==> src/rtl/micro_sequencer.sv <==
// Micro-program sequencer: owns the micro-address register, computes the next
// address from the sequencing field, and dispatches opcodes through a writable entry table.
module micro_sequencer #(
    parameter int                 OP_W        = 6,
    parameter int                 UADDR_W     = 16,
    parameter logic [UADDR_W-1:0] ENTRY_BASE  = 16'h0400,
    parameter int                 ENTRY_SHIFT = 4,
    parameter logic [OP_W-1:0]    HALT_OP     = 6'b111110,
    parameter logic [UADDR_W-1:0] FETCH_ADDR  = 16'h0000,
    parameter logic [UADDR_W-1:0] TRAP_ADDR   = 16'hFFF0
) (
    input  logic               clk,
    input  logic               rst,
    input  logic [1:0]         next_sel,
    input  logic [UADDR_W-1:0] jump_addr,
    input  logic               cond,
    input  logic [OP_W-1:0]    opcode,
    input  logic               op_valid,
    output logic               op_ready,
    input  logic               resume,
    input  logic               tbl_we,
    input  logic [OP_W-1:0]    tbl_waddr,
    input  logic [UADDR_W-1:0] tbl_wdata,
    input  logic               tbl_wvalid,
    output logic [UADDR_W-1:0] uaddr,
    output logic               halted,
    output logic               illegal_op
);

    localparam int DEPTH = 1 << OP_W;

    localparam logic [1:0] SEL_INC   = 2'b00;
    localparam logic [1:0] SEL_JUMP  = 2'b01;
    localparam logic [1:0] SEL_DISP  = 2'b10;
    localparam logic [1:0] SEL_FETCH = 2'b11;

    localparam logic [1:0] ST_RUN  = 2'b00;
    localparam logic [1:0] ST_WAIT = 2'b01;
    localparam logic [1:0] ST_HALT = 2'b10;

    logic [1:0]         r_state;
    logic [UADDR_W-1:0] r_uaddr;
    logic               r_halted;
    logic               r_illegal;
    logic [UADDR_W-1:0] r_tbl [0:DEPTH-1];
    logic [DEPTH-1:0]   r_tbl_v;

    logic [1:0]         w_state_nxt;
    logic [UADDR_W-1:0] w_uaddr_nxt;
    logic               w_halted_nxt;
    logic               w_illegal_nxt;
    logic               w_op_ready;
    logic               w_xfer;
    logic [UADDR_W-1:0] w_uaddr_inc;
    logic [UADDR_W-1:0] w_entry;
    logic               w_entry_v;

    function automatic logic [UADDR_W-1:0] f_reset_entry(input int unsigned idx);
        f_reset_entry = ENTRY_BASE | UADDR_W'(idx << ENTRY_SHIFT);
    endfunction

    assign w_uaddr_inc = r_uaddr + {{(UADDR_W-1){1'b0}}, 1'b1};
    // Table read is taken from the registered array, so a same-cycle write is not yet visible
    assign w_entry     = r_tbl[opcode];
    assign w_entry_v   = r_tbl_v[opcode];
    assign w_xfer      = op_valid & w_op_ready;

    // Opcode acceptance depends only on the current state and sequencing field
    always_comb begin
        w_op_ready = 1'b0;
        case (r_state)
            ST_RUN:  w_op_ready = (next_sel == SEL_DISP);
            ST_WAIT: w_op_ready = 1'b1;
            ST_HALT: w_op_ready = 1'b0;
            default: w_op_ready = 1'b0;
        endcase
    end

    // Next-address, next-state and status computation
    always_comb begin
        w_state_nxt   = r_state;
        w_uaddr_nxt   = r_uaddr;
        w_halted_nxt  = r_halted;
        w_illegal_nxt = 1'b0;
        if (w_xfer) begin
            if (opcode == HALT_OP) begin
                w_state_nxt  = ST_HALT;
                w_uaddr_nxt  = FETCH_ADDR;
                w_halted_nxt = 1'b1;
            end else if (!w_entry_v) begin
                w_state_nxt   = ST_RUN;
                w_uaddr_nxt   = TRAP_ADDR;
                w_illegal_nxt = 1'b1;
            end else begin
                w_state_nxt = ST_RUN;
                w_uaddr_nxt = w_entry;
            end
        end else begin
            case (r_state)
                ST_RUN: begin
                    case (next_sel)
                        SEL_INC:   w_uaddr_nxt = w_uaddr_inc;
                        SEL_JUMP:  w_uaddr_nxt = cond ? jump_addr : w_uaddr_inc;
                        SEL_DISP:  w_state_nxt = ST_WAIT;
                        SEL_FETCH: w_uaddr_nxt = FETCH_ADDR;
                        default:   w_uaddr_nxt = r_uaddr;
                    endcase
                end
                ST_WAIT: w_state_nxt = ST_WAIT;
                ST_HALT: begin
                    if (resume) begin
                        w_state_nxt  = ST_RUN;
                        w_uaddr_nxt  = FETCH_ADDR;
                        w_halted_nxt = 1'b0;
                    end else begin
                        w_state_nxt = ST_HALT;
                    end
                end
                default: begin
                    w_state_nxt  = ST_RUN;
                    w_uaddr_nxt  = FETCH_ADDR;
                    w_halted_nxt = 1'b0;
                end
            endcase
        end
    end

    // Sequencer state and registered outputs
    always_ff @(posedge clk or posedge rst) begin
        if (rst) begin
            r_state   <= ST_RUN;
            r_uaddr   <= FETCH_ADDR;
            r_halted  <= 1'b0;
            r_illegal <= 1'b0;
        end else begin
            r_state   <= w_state_nxt;
            r_uaddr   <= w_uaddr_nxt;
            r_halted  <= w_halted_nxt;
            r_illegal <= w_illegal_nxt;
        end
    end

    // Dispatch table; reset restores the computed default map with every entry valid
    always_ff @(posedge clk or posedge rst) begin
        if (rst) begin
            for (int i = 0; i < DEPTH; i++) begin
                r_tbl[i] <= f_reset_entry(i);
            end
            r_tbl_v <= {DEPTH{1'b1}};
        end else if (tbl_we) begin
            r_tbl[tbl_waddr]   <= tbl_wdata;
            r_tbl_v[tbl_waddr] <= tbl_wvalid;
        end
    end

    assign op_ready   = w_op_ready;
    assign uaddr      = r_uaddr;
    assign halted     = r_halted;
    assign illegal_op = r_illegal;

endmodule

==> config.mk <==
export PLATFORM = sky130hd
export DESIGN_NAME = micro_sequencer
export DESIGN_NICKNAME = d
export VERILOG_FILES = /design/src/rtl/micro_sequencer.sv
export SDC_FILE = /design/constraint.sdc
export NUM_CORES = 2
export LEC_CHECK = 0
export CORE_ASPECT_RATIO = 1.75
export CORE_MARGIN = 2
export CORE_UTILIZATION = 45
export CTS_CLUSTER_DIAMETER = 80
export DETAILED_ROUTE_END_ITERATION = 10
export MAX_ROUTING_LAYER = met4
export PLACE_DENSITY = 0.62
export SETUP_SLACK_MARGIN = 0.05
export SLEW_MARGIN = 20
export SYNTH_ARGS = -nofsm -noshare
export SYNTH_HDL_FRONTEND = slang
export SYNTH_SLANG_ARGS = --single-unit
export TNS_END_PERCENT = 20
==> constraint.sdc <==
create_clock -name clk -period 39.3 [get_ports clk]
set_input_delay 3.93 -clock clk [delete_from_list [all_inputs] [get_ports clk]]
set_output_delay 3.93 -clock clk [all_outputs]
set_load 0.01 [all_outputs]
==> impl_metrics.tcl <==
set metrics [dict create \
    core_um2 113000 \
    final_common_cell "mux2_2" \
    hold_class "reg2reg" \
    synth_top_area_frac 0.385 \
    final_cell_mix "mux2_2, dfrtp_1, dfstp_2" \
    seq_area_frac_synth 0.549 \
    grtUsageTotal 0.254 \
    cp-start-kind "input pin" \
    cts_buffers 99 \
    synthesis.area_um2 51300 \
    critPathBufInv 2 \
    clk_latency_ns 0.71 \
    final_nets 3324 \
    port_buffers 71 \
    path_cells "clkdlybuf4s50_1 > nor2b_1 > nor2_1 > nor2_1 > clkdlybuf4s50_1" \
    hold_viol 0 \
    fin_crit_sh 0.240 \
    yosys_warnings 0 \
    syn_to_final_growth_pct 9.98 \
    met2_length_um 72000 \
    placed_area_um2 53000 \
    instances_no_fill 4843 \
    powerDensity_nw_per_um2 49.4 \
    synthArstFlopShare 1.00 \
    fin_crit_ns 9.43 \
    die_w_um 259 \
    grt_max_degree 187 \
    dp_cells 4653 \
    crit_path_top_delay_cell "clkdlybuf4s50_1" \
    vias 29500 \
    fill_cells 9383 \
    grt_pass1_vias 32100 \
    highest_layer "met4" \
    die_h_um 450 \
    wl_per_cell_um 29.3 \
    maxSlewViolCount 0 \
    relSlewSlack 0.202 \
    synth_cell_types 61 \
    yosys.area.top_type "dfrtp_1" \
    routabilityCongestion 0.937 \
    regToRegStartpoint "r_state[1]$_DFFE_PP0P_" \
    drtAntennaViolNets 0 \
    syn-num-nets 3380 \
    start_util 0.454 \
    cp_slowest_stage_delay_ns 0.54 \
    crit_path_max_fanout 4 \
    cts_num_sinks 1108 \
    cts_tree "done" \
    maxCapViolCount 0 \
    cts_setup_buffers 0 \
    final_cell_area_um2 56400 \
    holdWs_ns 0.501 \
    synth_area_per_cell_um2 15.4 \
    status "completed" \
    clk_pin_slew_ns 0.06 \
    ios 72 \
    grt_pass1_wl_um 213000 \
    synth_seq_cells 1108 \
    min_from "r_tbl[919]$_DFFE_PP0P_" \
    hpwl_um 86900 \
    row_count 163 \
    cp-startpoint "next_sel[1]" \
    synth_area_leaders "dfrtp_1, mux2_2, dfstp_2, mux4_2, clkbuf_1" \
    clk_path_buf_depth 3 \
    drt-vias-per-instance 6.09 \
    ys_dominant_reg_cell "dfrtp_1" \
    timing.fmax_mhz 106 \
    cts_htree_levels 3 \
    critPathCaptureType "output pin" \
    antenna_found_initial 6 \
    die-area_um2 117000 \
    post_cts_hold_buffer_count 0 \
    synth_cells 3326 \
    firstDrtPassIters 8 \
    drt-met1-wl_um 55600 \
    cp_top_family "buffers and inverters" \
    finalClockSkew_ns 0.0169 \
    grt-ovfl-total 0 \
    worst_pin_slew_ns 1.19 \
    peakVddDrop_mv 0.0349 \
    tns_ns 0 \
    rsz0062_at_grt "no" \
    synth-edff-count 0 \
    required_ns 35.37 \
    wirelength_um 142000 \
    p_leak_nw 24.8 \
    route.met3.wl_um 6880 \
    cts_resized 0 \
    drc 0 \
    drive_gt1_frac 0.592 \
    fin_util 0.500 \
    path_class "in2out" \
    root_buffer "clkbuf_16" \
    setup_viol 0 \
    cp.arrival_ns 5.50 \
    drt_iter0_drc 2113 \
]
==> power by group <==
part	internal [mW]	switching (mW)	total (mW)
Sequential	1.32	0.0812	1.41
Clock	0.556	0.433	0.989
Combinational	0.211	0.176	0.388
==> worst reg2reg max path, delay by kind of cell, from the launching register on <==
kind	cells	cell delay, ns
flops	1	0.46
simple gates	2	0.97
buf+inv	1	0.20
compound gates	5	1.44
==> per-layer routing <==
layer  track usage  vias to the layer above
met5             -                        -
met4         0.119                        0
met3        0.0358                      250
met2         0.421                      832
met1         0.305                    16200
li1              -                    12300
==> registers in the layout, summed over array words and instances (netlist names) <==
register / cells
r_tbl: 1024
r_tbl_v: 64
uaddr: 16
r_state: 2
halted: 1
illegal_op: 1
==> cell usage after synthesis, drive strengths merged (2+ instances only) <==
master and instances:
nor3b 4, a221o 5, nor2b 16, o22ai 12, nand3b 6, a22oi 57
dfstp 320, a311oi 4, a21oi 37, xnor2 7, a31oi 18, nand2b 10
a211o 2, inv 6, a221oi 9, mux2 1102, or2 5, nor2 66
mux2i 55, xor2 5, nand2 84, a211oi 16, or3 2, a41oi 5
o21ai 12, a32oi 3, nor3 12, and2 10, nand3 29, and3b 2
nand4 12, or3b 2, o211ai 4, a22o 11, o21a 2, mux4 257
nor4 4, buf 113, clkbuf 191, o221ai 4, and4 2, and3 7
dfrtp 788
==> stage by stage <==
stage               power, mW  setup WS [ns]
floorplan                1.69           4.70
global placement         1.78          29.80
CTS                      2.81          29.88
finish                   2.78          29.87
detailed placement       1.81          29.89
global route             2.90          29.76
==> worst paths after layout <==
path	slack [ns]	cells after the start	to
min in group asynchronous	3.83	2	r_tbl[92]$_DFFE_PP0P_
max in group asynchronous	31.54	7	r_tbl[983]$_DFFE_PP0P_
worst min register to register	0.50	1	r_tbl[919]$_DFFE_PP0P_
worst max-delay path	29.87	5	op_ready
worst min-delay path	0.50	1	r_tbl[919]$_DFFE_PP0P_
worst max register to register	36.15	8	uaddr[12]$_DFFE_PP0P_
==> cell type report <==
cell class / instances / area, um2 / area share
Antenna cell: 4 / 10.0 / 0.000178
Clock buffer: 152 / 2940 / 0.0522
Clock inverter: 33 / 339 / 0.00601
Inverter: 7 / 33.8 / 0.000599
Multi-Input combinational cell: 1907 / 21800 / 0.386
Sequential cell: 1108 / 28100 / 0.499
Tap cell: 1485 / 1860 / 0.0330
Timing Repair Buffer: 147 / 1290 / 0.0229
==> kinds of logic after synthesis <==
logic type | after synthesis | synth area share
multiplexers | 1414 | 0.366
flip-flops | 1108 | 0.549
buffers and inverters | 311 | 0.0283
AND/OR/NAND/NOR | 273 | 0.0262
AO/OA/AOI/OAI | 207 | 0.0288
XOR/XNOR | 12 | 0.00205
adder cells (fa/ha/maj) | 1 | 0.000244
Power figures use the tool's default switching activity.
